### src/rtl/mac_seq.sv
// Sequential sign-magnitude multiply-accumulate with a registered product stage.
// Define MAC_SEQ_SAT_EN to clamp the accumulator on overflow instead of wrapping.
module mac_seq #(
    parameter int DW  = 8,
    parameter int AW  = 16,
    parameter int LEN = 9
) (
    input  logic          clk,
    input  logic          rst,
    input  logic          start,
    input  logic [DW-1:0] bias,
    input  logic          in_valid,
    output logic          in_ready,
    input  logic [DW-1:0] a,
    input  logic [DW-1:0] b,
    output logic          out_valid,
    input  logic          out_ready,
    output logic [AW-1:0] out,
    output logic          busy,
    output logic          ovf
);

    typedef enum logic [1:0] {IDLE, ACC, DRAIN, DONE} state_t;

    localparam logic [7:0] LAST = 8'(LEN - 1);

    state_t        state;
    state_t        state_nxt;
    logic [7:0]    cnt;
    logic [AW-1:0] acc;
    logic [AW-1:0] prod_q;
    logic          prod_vld;

    logic          take;
    logic          last;
    logic [2*DW-3:0] pmag;
    logic [AW-1:0] pext;
    logic [AW-1:0] prod;
    logic [AW-1:0] bias_mag;
    logic [AW-1:0] bias_ext;
    logic [AW-1:0] sum;
    logic          sum_ovf;
    logic [AW-1:0] acc_nxt;

    assign in_ready  = (state == ACC);
    assign out_valid = (state == DONE);
    assign busy      = (state != IDLE);
    assign out       = acc;

    assign take = in_valid && in_ready;
    assign last = (cnt == LAST);

    assign pmag = {{(DW-1){1'b0}}, a[DW-2:0]} * {{(DW-1){1'b0}}, b[DW-2:0]};
    assign pext = {{(AW-2*DW+2){1'b0}}, pmag};
    // Negating a zero magnitude gives zero, so -0 operands need no special case
    assign prod = (a[DW-1] ^ b[DW-1]) ? -pext : pext;

    assign bias_mag = {{(AW-DW+1){1'b0}}, bias[DW-2:0]};
    assign bias_ext = bias[DW-1] ? -bias_mag : bias_mag;

    assign sum     = acc + prod_q;
    assign sum_ovf = (acc[AW-1] == prod_q[AW-1]) && (sum[AW-1] != acc[AW-1]);

`ifdef MAC_SEQ_SAT_EN
    always_comb begin
        acc_nxt = sum;
        if (sum_ovf)
            acc_nxt = acc[AW-1] ? {1'b1, {(AW-1){1'b0}}}
                                : {1'b0, {(AW-1){1'b1}}};
    end
`else
    assign acc_nxt = sum;
`endif

    always_ff @(posedge clk or posedge rst) begin
        if (rst) state <= IDLE;
        else     state <= state_nxt;
    end

    always_comb begin
        state_nxt = state;
        unique case (state)
            IDLE:    if (start) state_nxt = ACC;
            ACC:     if (take && last) state_nxt = DRAIN;
            DRAIN:   state_nxt = DONE;
            DONE:    if (out_ready) state_nxt = IDLE;
            default: state_nxt = IDLE;
        endcase
    end

    always_ff @(posedge clk or posedge rst) begin
        if (rst) begin
            acc      <= '0;
            cnt      <= '0;
            prod_q   <= '0;
            prod_vld <= 1'b0;
            ovf      <= 1'b0;
        end else begin
            prod_vld <= take;
            if (take) begin
                prod_q <= prod;
                cnt    <= cnt + 8'd1;
            end
            // No product is ever in flight while IDLE, so start never races an add
            if (state == IDLE && start) begin
                acc <= bias_ext;
                cnt <= '0;
                ovf <= 1'b0;
            end else if (prod_vld) begin
                acc <= acc_nxt;
                if (sum_ovf) ovf <= 1'b1;
            end
        end
    end

endmodule

### config.mk
export PLATFORM = sky130hd
export DESIGN_NAME = mac_seq
export DESIGN_NICKNAME = d
export VERILOG_FILES = /design/src/rtl/mac_seq.sv
export SDC_FILE = /design/constraint.sdc
export NUM_CORES = 1
export LEC_CHECK = 0
export CAP_MARGIN = 20
export CORE_MARGIN = 8
export CORE_UTILIZATION = 25
export DETAILED_ROUTE_END_ITERATION = 8
export GPL_ROUTABILITY_DRIVEN = 0
export HOLD_SLACK_MARGIN = 0.15
export PLACE_DENSITY = 0.51
export SLEW_MARGIN = 20
export SYNTH_ARGS = -nofsm -noshare
export SYNTH_HDL_FRONTEND = slang
export SYNTH_SLANG_ARGS = --single-unit
### constraint.sdc
create_clock -name clk -period 2.79 [get_ports clk]
set_input_delay 0.4185 -clock clk [delete_from_list [all_inputs] [get_ports clk]]
set_output_delay 0.4185 -clock clk [all_outputs]
set_load 0.005 [all_outputs]
==> results of run 1 <==
-- area by class of cell --
class,count,area share (%)
clock buffers,5,1.89
clock inverters,2,0.189
inverters,41,2.34
multi-input cells,453,58.1
flip-flops and latches,44,16.6
well taps,234,4.42
repair buffers,124,16.5
-- per-layer routing --
| metal | track usage, % | part of all wire (%) | up-vias |
|---|---|---|---|
| li1 | - | - | 2157 |
| met1 | 12.2 | 44 | 2047 |
| met2 | 19.6 | 51 | 65 |
| met3 | 1.71 | 3.1 | 14 |
| met4 | 3.03 | 1.5 | 0 |
| met5 | 0 | 0 | - |
-- worst paths after layout --
path	from	to	depth (start not counted)
worst max-delay path	b[2]	prod_q[13]	18
worst min-delay path	rst	out[15]	2
worst max register to register	out[0]	out[12]	10
worst min register to register	ovf	ovf	2
max in group asynchronous	rst	prod_q[9]	3
min in group clk	ovf	ovf	2
-- cells in the final DEF, fill, tap and decap left out, drive strengths merged, types with 4 or more instances in the layout --
| master | Yosys | final |
|---|---|---|
| nor2 | 33 | 33 |
| nor3 | 8 | 8 |
| dfrtp | 44 | 44 |
| xnor2 | 13 | 13 |
| a21oi | 34 | 34 |
| nand4 | 8 | 8 |
| o21ai | 41 | 41 |
| nand2b | 4 | 4 |
| mux2i | 6 | 6 |
| fa | 25 | 25 |
| ha | 57 | 57 |
| buf | 2 | 86 |
| clkdlybuf4s50 | 0 | 35 |
| nand2 | 63 | 63 |
| o31ai | 4 | 4 |
| xor2 | 24 | 24 |
| and2 | 39 | 39 |
| a31oi | 6 | 6 |
| o21a | 9 | 9 |
| inv | 40 | 39 |
| nand3 | 9 | 9 |
| or3 | 9 | 9 |
| o211ai | 7 | 7 |
| a21o | 9 | 9 |
| a211oi | 7 | 7 |
| clkbuf | 8 | 7 |
| nor3b | 6 | 6 |
-- where the power goes --
| part | internal (µW) | leakage (µW) | switching (µW) |
|---|---|---|---|
| clock network | 325 | 0.0000657 | 235 |
| registers | 909 | 0.000545 | 251 |
| logic | 2430 | 0.00234 | 2360 |
| total | 3660 | 0.00295 | 2850 |
-- worst max-delay path, stage by stage --
cell                       delay [ns]
sky130_fd_sc_hd__buf_6           0.09
sky130_fd_sc_hd__and2_4          0.15
sky130_fd_sc_hd__fa_1            0.52
sky130_fd_sc_hd__inv_1           0.05
sky130_fd_sc_hd__fa_1            0.49
sky130_fd_sc_hd__inv_2           0.04
sky130_fd_sc_hd__fa_1            0.49
sky130_fd_sc_hd__inv_2           0.04
sky130_fd_sc_hd__fa_1            0.49
sky130_fd_sc_hd__inv_2           0.05
sky130_fd_sc_hd__ha_4            0.31
sky130_fd_sc_hd__o211ai_4        0.09
sky130_fd_sc_hd__o211a_4         0.28
sky130_fd_sc_hd__o21a_1          0.20
sky130_fd_sc_hd__a311oi_4        0.24
sky130_fd_sc_hd__nand2_2         0.09
sky130_fd_sc_hd__a221o_1         0.32
sky130_fd_sc_hd__a211o_1         0.23
-- state kept, by name, indices dropped and copies added, names as in the netlist --
name / count
prod_vld: 1
ovf: 1
out: 16
cnt: 8
state: 2
prod_q: 16
-- Yosys cell counts (2+ instances only) --
cell type and n:
sky130_fd_sc_hd__nand2_1 62, sky130_fd_sc_hd__a31oi_1 6, sky130_fd_sc_hd__nand4_1 8, sky130_fd_sc_hd__xor2_1 24, sky130_fd_sc_hd__nand3b_1 3, sky130_fd_sc_hd__a211oi_1 6, sky130_fd_sc_hd__buf_2 2, sky130_fd_sc_hd__and2_1 39
sky130_fd_sc_hd__o31ai_1 4, sky130_fd_sc_hd__o31a_1 3, sky130_fd_sc_hd__nor3_1 8, sky130_fd_sc_hd__xnor2_1 13, sky130_fd_sc_hd__dfrtp_1 44, sky130_fd_sc_hd__o211ai_1 6, sky130_fd_sc_hd__fa_1 25, sky130_fd_sc_hd__a41oi_1 2
sky130_fd_sc_hd__o21a_1 9, sky130_fd_sc_hd__a21o_1 9, sky130_fd_sc_hd__mux2i_1 6, sky130_fd_sc_hd__nand3_1 9, sky130_fd_sc_hd__nand2b_1 4, sky130_fd_sc_hd__o21ai_0 40, sky130_fd_sc_hd__nor2_1 33, sky130_fd_sc_hd__clkbuf_1 8
sky130_fd_sc_hd__a2111oi_0 3, sky130_fd_sc_hd__inv_1 39, sky130_fd_sc_hd__and3_1 3, sky130_fd_sc_hd__nor3b_1 6, sky130_fd_sc_hd__a21oi_1 34, sky130_fd_sc_hd__ha_1 57, sky130_fd_sc_hd__nor2b_1 3, sky130_fd_sc_hd__or3_1 9
sky130_fd_sc_hd__a211o_1 2
-- cell families (layout without fill, tap and decap cells) --
group	after synthesis	in the layout	synth area share [%]
simple gates	194	194	20.6
compound gates	134	134	18.4
fa+ha+maj	82	82	25.6
buf+inv	51	172	4.09
flops	44	44	23.2
xor+xnor	37	37	6.84
mux	6	6	1.27
-- metrics by stage --
stage               util [%]  hold WS (ns)
floorplan                  -         0.454
global placement        32.4         0.473
detailed placement      32.4         0.482
CTS                     34.5         0.498
global route            35.6         0.509
finish                  35.6         0.488
-- what timing repair did --
action	in CTS	in global routing
endpoints found under the setup margin	13	13
setup buffers	8	6
gates cloned	0	0
pin swaps	34	33
hold endpoints to repair	0	0
gates resized for setup	92	44
==> implementation parameters, run 1 <==
Parameter                              Value

Clock network
  Max Root-Sink Buffers ... 2
  Clock edge transition at the registers on the reported setup and hold paths ... 0.06 ns
  Total number of H-tree levels ... 2
  Hold buffer count at CTS ... 0
  Total clock buffers created by CTS ... 5
  Root buffer selected by CTS ... sky130_fd_sc_hd__clkbuf_16
  CTS tree ... yes
  Insertion delay to the later sink of the worst-skew pair ... 0.29 ns
  Number of sinks handled by clock tree synthesis ... 44

Routing
  Final antenna-violating net count ... 0
  Count of TritonRoute iterations in the first routing pass ... 6
  Detailed Route Iter0 Violations ... 154
  Per-cell via count in the routed design ... 4.74
  Per-cell routed wire length ... 13.7 µm
  # DRC ... 0
  Routed WL ... 12.4 mm
  Routed via count ... roughly 4300

Logic synthesis
  Top post-synthesis cells by area ... sky130_fd_sc_hd__dfrtp_1 23%, sky130_fd_sc_hd__ha_1 15%, sky130_fd_sc_hd__fa_1 11%
  Mean post-synth cell area ... 8.64 µm²
  Async S/R FF share, synth ... 100%
  Synthesis-stage register bit count ... 44
  Top cell type by total area after synthesis ... sky130_fd_sc_hd__dfrtp_1
  Total number of yosys warnings ... 0
  Area of the mapped netlist ... approximately 4700 µm²
  Most instantiated flip-flop cell in the synthesis netlist ... sky130_fd_sc_hd__dfrtp_1
  Distinct cell type count after synthesis ... 52
  Synthesized netlist net count ... around 660
  Sequential fraction of the synthesis area ... 23.2%
  Synth top area share ... 23.2%
  Count of flip-flops with a built-in enable after synthesis ... 0
  Number of instances in the synthesized netlist ... 548

Run
  Number of maximum-capacitance violations ... 0

Global routing
  Global-route wire length before repair ... 21.3 mm
  Initial antenna violation count ... 0
  Pin count of the biggest net entering global routing ... 33
  Via count of the first global-routing pass ... roughly 4500
  Grt ovf ... 0
  Overall routing resource usage ... a little over a tenth

STA
  Final Hold Fails ... 0
  F_max ... 226 MHz
  Post-layout min period ... 4.42 ns
  Final clock period utilization by the worst path ... 158%
  Relative slew slack ... 60.2%
  Final-layout setup total negative slack ... -14.61 ns
  PnR worst setup slack ... -1.63 ns
  Worst Skew ... 0.00776 ns
  Transition time at the pin with the least slew margin ... 0.595 ns
  Total count of max-transition violations in the final report ... 0
  Unrepaired setup endpoints after global routing ... true
  Number of failing setup endpoints in the final timing report ... 12

Worst setup path
  Maximum fanout along the worst path ... 5
  Data arrival at the endpoint of the critical path ... approximately 4.6 ns
  CP endpoint kind ... flop
  Critical Path Start Type ... primary input
  Setup Crit Path Kind ... primary input to flop
  Worst setup slack for register-to-register paths ... 0.38 ns
  Required time worst endpoint ... 2.96 ns

Placement
  Setup slack at placement ... -2.41 ns
  Placed cell area ... 6040 µm²
  Placed wire-length estimate after detailed placement ... ~10 mm
  Count of input and output buffers ... 48
  Number of placed instances, taps included ... 883

Finish
  Number of non-filler instances in the completed layout ... approximately 900
  Number of nets in the layout ... 780
  Final non-filler cell area ... 6630 µm²
  Share of cells above drive strength 1 ... between 20% and 30%
  Area delta synth->final ... 39.9%
  Area of combinational cells with multiple inputs ... 3850 µm²
  Count of filler cells inserted in the layout ... 1938
  Sequential cell area ... 1100 µm²
  Diodes inserted ... 0

Pwr
  Max rail drop VDD ... 0.314 mV
  Design Power ... ~6500 µW
  Standby leakage power ... 0.00295 µW
  Total power density per cell area ... 982 nW/µm²

Floorplan
  Num rows ... 50
  Full die area ... roughly 24000 µm²
  Die height ... 154 µm
  Core outline area ... 18600 µm²
  Total I/O pin count ... 49
  Initial core utilization ... about a quarter
  Die Width ... 154 µm

Status
  Result of the run ... finished, violations left
  Violations in the final reports ... negative setup slack

Hold path
  Hold Crit Class ... primary input to asynchronous set/reset pin
Note: power is estimated with default switching activity, not from simulation.
==> run 2, diff against run 1 <==
--- a/config.mk
+++ b/config.mk
@@ -12,6 +12,7 @@
 export GPL_ROUTABILITY_DRIVEN = 0
 export HOLD_SLACK_MARGIN = 0.15
 export PLACE_DENSITY = 0.51
+export RECOVER_POWER = 50
 export SLEW_MARGIN = 20
 export SYNTH_ARGS = -nofsm -noshare
 export SYNTH_HDL_FRONTEND = slang
==> constraint.sdc (replaced) <==
create_clock -name clk -period 4.84 [get_ports clk]
set_input_delay 0.726 -clock clk [delete_from_list [all_inputs] [get_ports clk]]
set_output_delay 0.726 -clock clk [all_outputs]
set_load 0.005 [all_outputs]
==> implementation parameters, run 2 (synthesized netlist as in run 1, its figures left out) <==
Parameter                              Value

STA
  Worst slack on hold paths ... 0.490 ns
  Post-layout min period ... about 4.7 ns
  Relative slew slack ... -56.7%
  F_max ... 211 MHz
  Final Hold Fails ... 0
  PnR worst setup slack ... between 0.1 and 0.15 ns
  Number of failing setup endpoints in the final timing report ... 0
  Final clock period utilization by the worst path ... 97.7%
  Final-layout setup total negative slack ... 0 ns
  Worst Skew ... 0.00788 ns
  Transition time at the pin with the least slew margin ... 2.35 ns
  Total count of max-transition violations in the final report ... 45
  Unrepaired setup endpoints after global routing ... true

Placement
  Count of input and output buffers ... 48
  Setup slack at placement ... -0.647 ns
  Placed wire-length estimate after detailed placement ... 9.63 mm
  Placed cell area ... 5890 µm²

Global routing
  Met1 track demand over resource in global routing ... about an eighth
  Overall routing resource usage ... 9.90%
  Pin count of the biggest net entering global routing ... 45
  Grt ovf ... 0
  Global Route met2 Usage ... 17.5%
  Gr busiest metal ... met2
  GR met3 Demand/Resource ... 1.82%
  Via count of the first global-routing pass ... 4310
  Initial antenna violation count ... 0
  Global-route wire length before repair ... 19.9 mm

Floorplan
  Initial core utilization ... 25.4%
  Die height ... 154 µm
  Core outline area ... approximately 19000 µm²
  Total I/O pin count ... 49
  Full die area ... 23600 µm²
  Num rows ... 50
  Die Width ... 154 µm

Clock network
  Max Root-Sink Buffers ... 2
  Clock edge transition at the registers on the reported setup and hold paths ... 0.06 ns
  Insertion delay to the later sink of the worst-skew pair ... between 0.2 and 0.3 ns
  Number of sinks handled by clock tree synthesis ... 44
  Hold buffer count at CTS ... 0
  Total clock buffers created by CTS ... 5
  CTS tree ... yes
  Root buffer selected by CTS ... sky130_fd_sc_hd__clkbuf_16
  Total number of H-tree levels ... 2

Routing
  Routed WL ... ~12 mm
  Detailed Route Iter0 Violations ... 182
  # DRC ... 0
  Count of TritonRoute iterations in the first routing pass ... 5
  Per-cell routed wire length ... approximately 13 µm
  Final antenna-violating net count ... 0
  Routed via count ... 4108
  Per-cell via count in the routed design ... roughly 4.6

Hold path
  Min-Delay Endpoint ... prod_q[7]
  Hold Crit Class ... flop to flop
  Number of stages on the worst hold path ... 2
  Worst hold start ... prod_q[7]

Pwr
  Clock share of power ... 11.0%
  Net switching fraction of the power ... between 40 and 50%
  Sequential group share of total power ... 19.0%
  Internal Power ... 2000 µW
  Combinational share of power ... a little over two thirds
  Max rail drop VDD ... 0.144 mV
  Total power density per cell area ... 566 nW/µm²
  Standby leakage power ... 0.00280 µW
  Switching Power ... 1490 µW

Finish
  Count of filler cells inserted in the layout ... 1948
  Final core utilization ... between 30% and 40%
  Share of cells above drive strength 1 ... approximately 16%
  Diodes inserted ... 0
  Leading cell types in the layout, fill and taps excluded ... 61 x sky130_fd_sc_hd__nand2_1, 55 x sky130_fd_sc_hd__buf_4, 51 x sky130_fd_sc_hd__ha_1, 44 x sky130_fd_sc_hd__dfrtp_1, 39 x sky130_fd_sc_hd__inv_1
  Final non-filler cell area ... 6170 µm²
  Most common library cell in the layout ignoring fill and taps ... sky130_fd_sc_hd__nand2_1
  Area delta synth->final ... 30.3%
  Number of nets in the layout ... 761

Worst setup path
  Critical register-to-register path endpoint ... out[15]
  Data arrival at the endpoint of the critical path ... 4.90 ns
  Worst setup slack for register-to-register paths ... between 2 and 2.5 ns
  Number of cell instances on the worst register-to-register path ... 9
  Critical Path Start Type ... primary input
  Maximum fanout along the worst path ... 6
  CP endpoint kind ... flop
  Setup Crit Path Kind ... primary input to flop
  Reg-to-reg critical path startpoint ... state[0]
  Required time worst endpoint ... 5.01 ns

Status
  Violations in the final reports ... max-capacitance violations, max-slew violations
  Result of the run ... finished, violations left

Run
  Number of maximum-capacitance violations ... 1
run 2: critical path, stage by stage:
cell	delay, ns
sky130_fd_sc_hd__buf_6	0.09
sky130_fd_sc_hd__and2_4	0.15
sky130_fd_sc_hd__fa_1	0.54
sky130_fd_sc_hd__inv_1	0.05
sky130_fd_sc_hd__fa_1	0.47
sky130_fd_sc_hd__inv_1	0.05
sky130_fd_sc_hd__fa_1	0.48
sky130_fd_sc_hd__inv_1	0.05
sky130_fd_sc_hd__fa_1	0.48
sky130_fd_sc_hd__inv_2	0.04
sky130_fd_sc_hd__ha_4	0.30
sky130_fd_sc_hd__o211ai_4	0.09
sky130_fd_sc_hd__o211a_4	0.28
sky130_fd_sc_hd__o21a_1	0.20
sky130_fd_sc_hd__a311oi_4	0.24
sky130_fd_sc_hd__nand2_2	0.10
sky130_fd_sc_hd__a221o_1	0.32
sky130_fd_sc_hd__a211o_1	0.22
run 2: per-layer routing:
metal | part of all wire [%] | vias up | routed length (µm)
li1 | - | 2125 | -
met1 | 48 | 1923 | 5590
met2 | 47 | 52 | 5480
met3 | 3.6 | 8 | 415
met4 | 0.93 | 0 | 108
met5 | 0 | - | 0
run 2: worst max path at each step:
| stage | start | end | slack, ns |
|---|---|---|---|
| detailed placement | b[5] | prod_q[13] | -0.65 |
| global route | b[1] | prod_q[13] | -0.04 |
| floorplan | b[1] | prod_q[13] | 0.01 |
| CTS | a[3] | prod_q[13] | -0.08 |
| finish | b[1] | prod_q[13] | 0.11 |
| global placement | b[6] | prod_q[13] | -0.54 |
run 2: repair_timing:
action	4_1_cts	5_1_grt
resized for setup	48	25
cloned	0	0
setup buffers	2	1
pin swaps	16	19
endpoints found under the setup margin	7	7
run 2: power by group through the flow:
| stage | logic (µW) | clock network [µW] | registers [µW] |
|---|---|---|---|
| 6_report | 2450 | 382 | 662 |
| 5_1_grt | 2760 | 410 | 688 |
| 4_1_cts | 2380 | 395 | 666 |
| 3_5_place_dp | 2350 | 0 | 672 |
| 3_3_place_gp | 2310 | 0 | 666 |
| 2_1_floorplan | 1530 | 0 | 627 |
run 2: final cells by class:
type | count | area [µm²] | area share, %
clock buffers | 6 | 129 | 2.09
clock inverters | 2 | 35.0 | 0.568
inverters | 41 | 154 | 2.49
multi-input cells | 453 | 3590 | 58.2
flip-flops and latches | 44 | 1100 | 17.8
well taps | 234 | 293 | 4.75
repair buffers | 105 | 870 | 14.1
run 2: per-stage QoR:
step / total power [µW] / std cells
global route: 3860 / 885
detailed placement: 3020 / 874
finish: 3490 / 885
floorplan: 2160 / 548
CTS: 3440 / 884
global placement: 2970 / 874
==> run 3, diff against run 2 <==
--- a/config.mk
+++ b/config.mk
@@ -5,7 +5,7 @@
 export SDC_FILE = /design/constraint.sdc
 export NUM_CORES = 1
 export LEC_CHECK = 0
-export CAP_MARGIN = 20
+export CAP_MARGIN = 10
 export CORE_MARGIN = 8
 export CORE_UTILIZATION = 25
 export DETAILED_ROUTE_END_ITERATION = 8
==> results of run 3 <==
No change in the layout: final DEF, timing and power equal those of run 2.
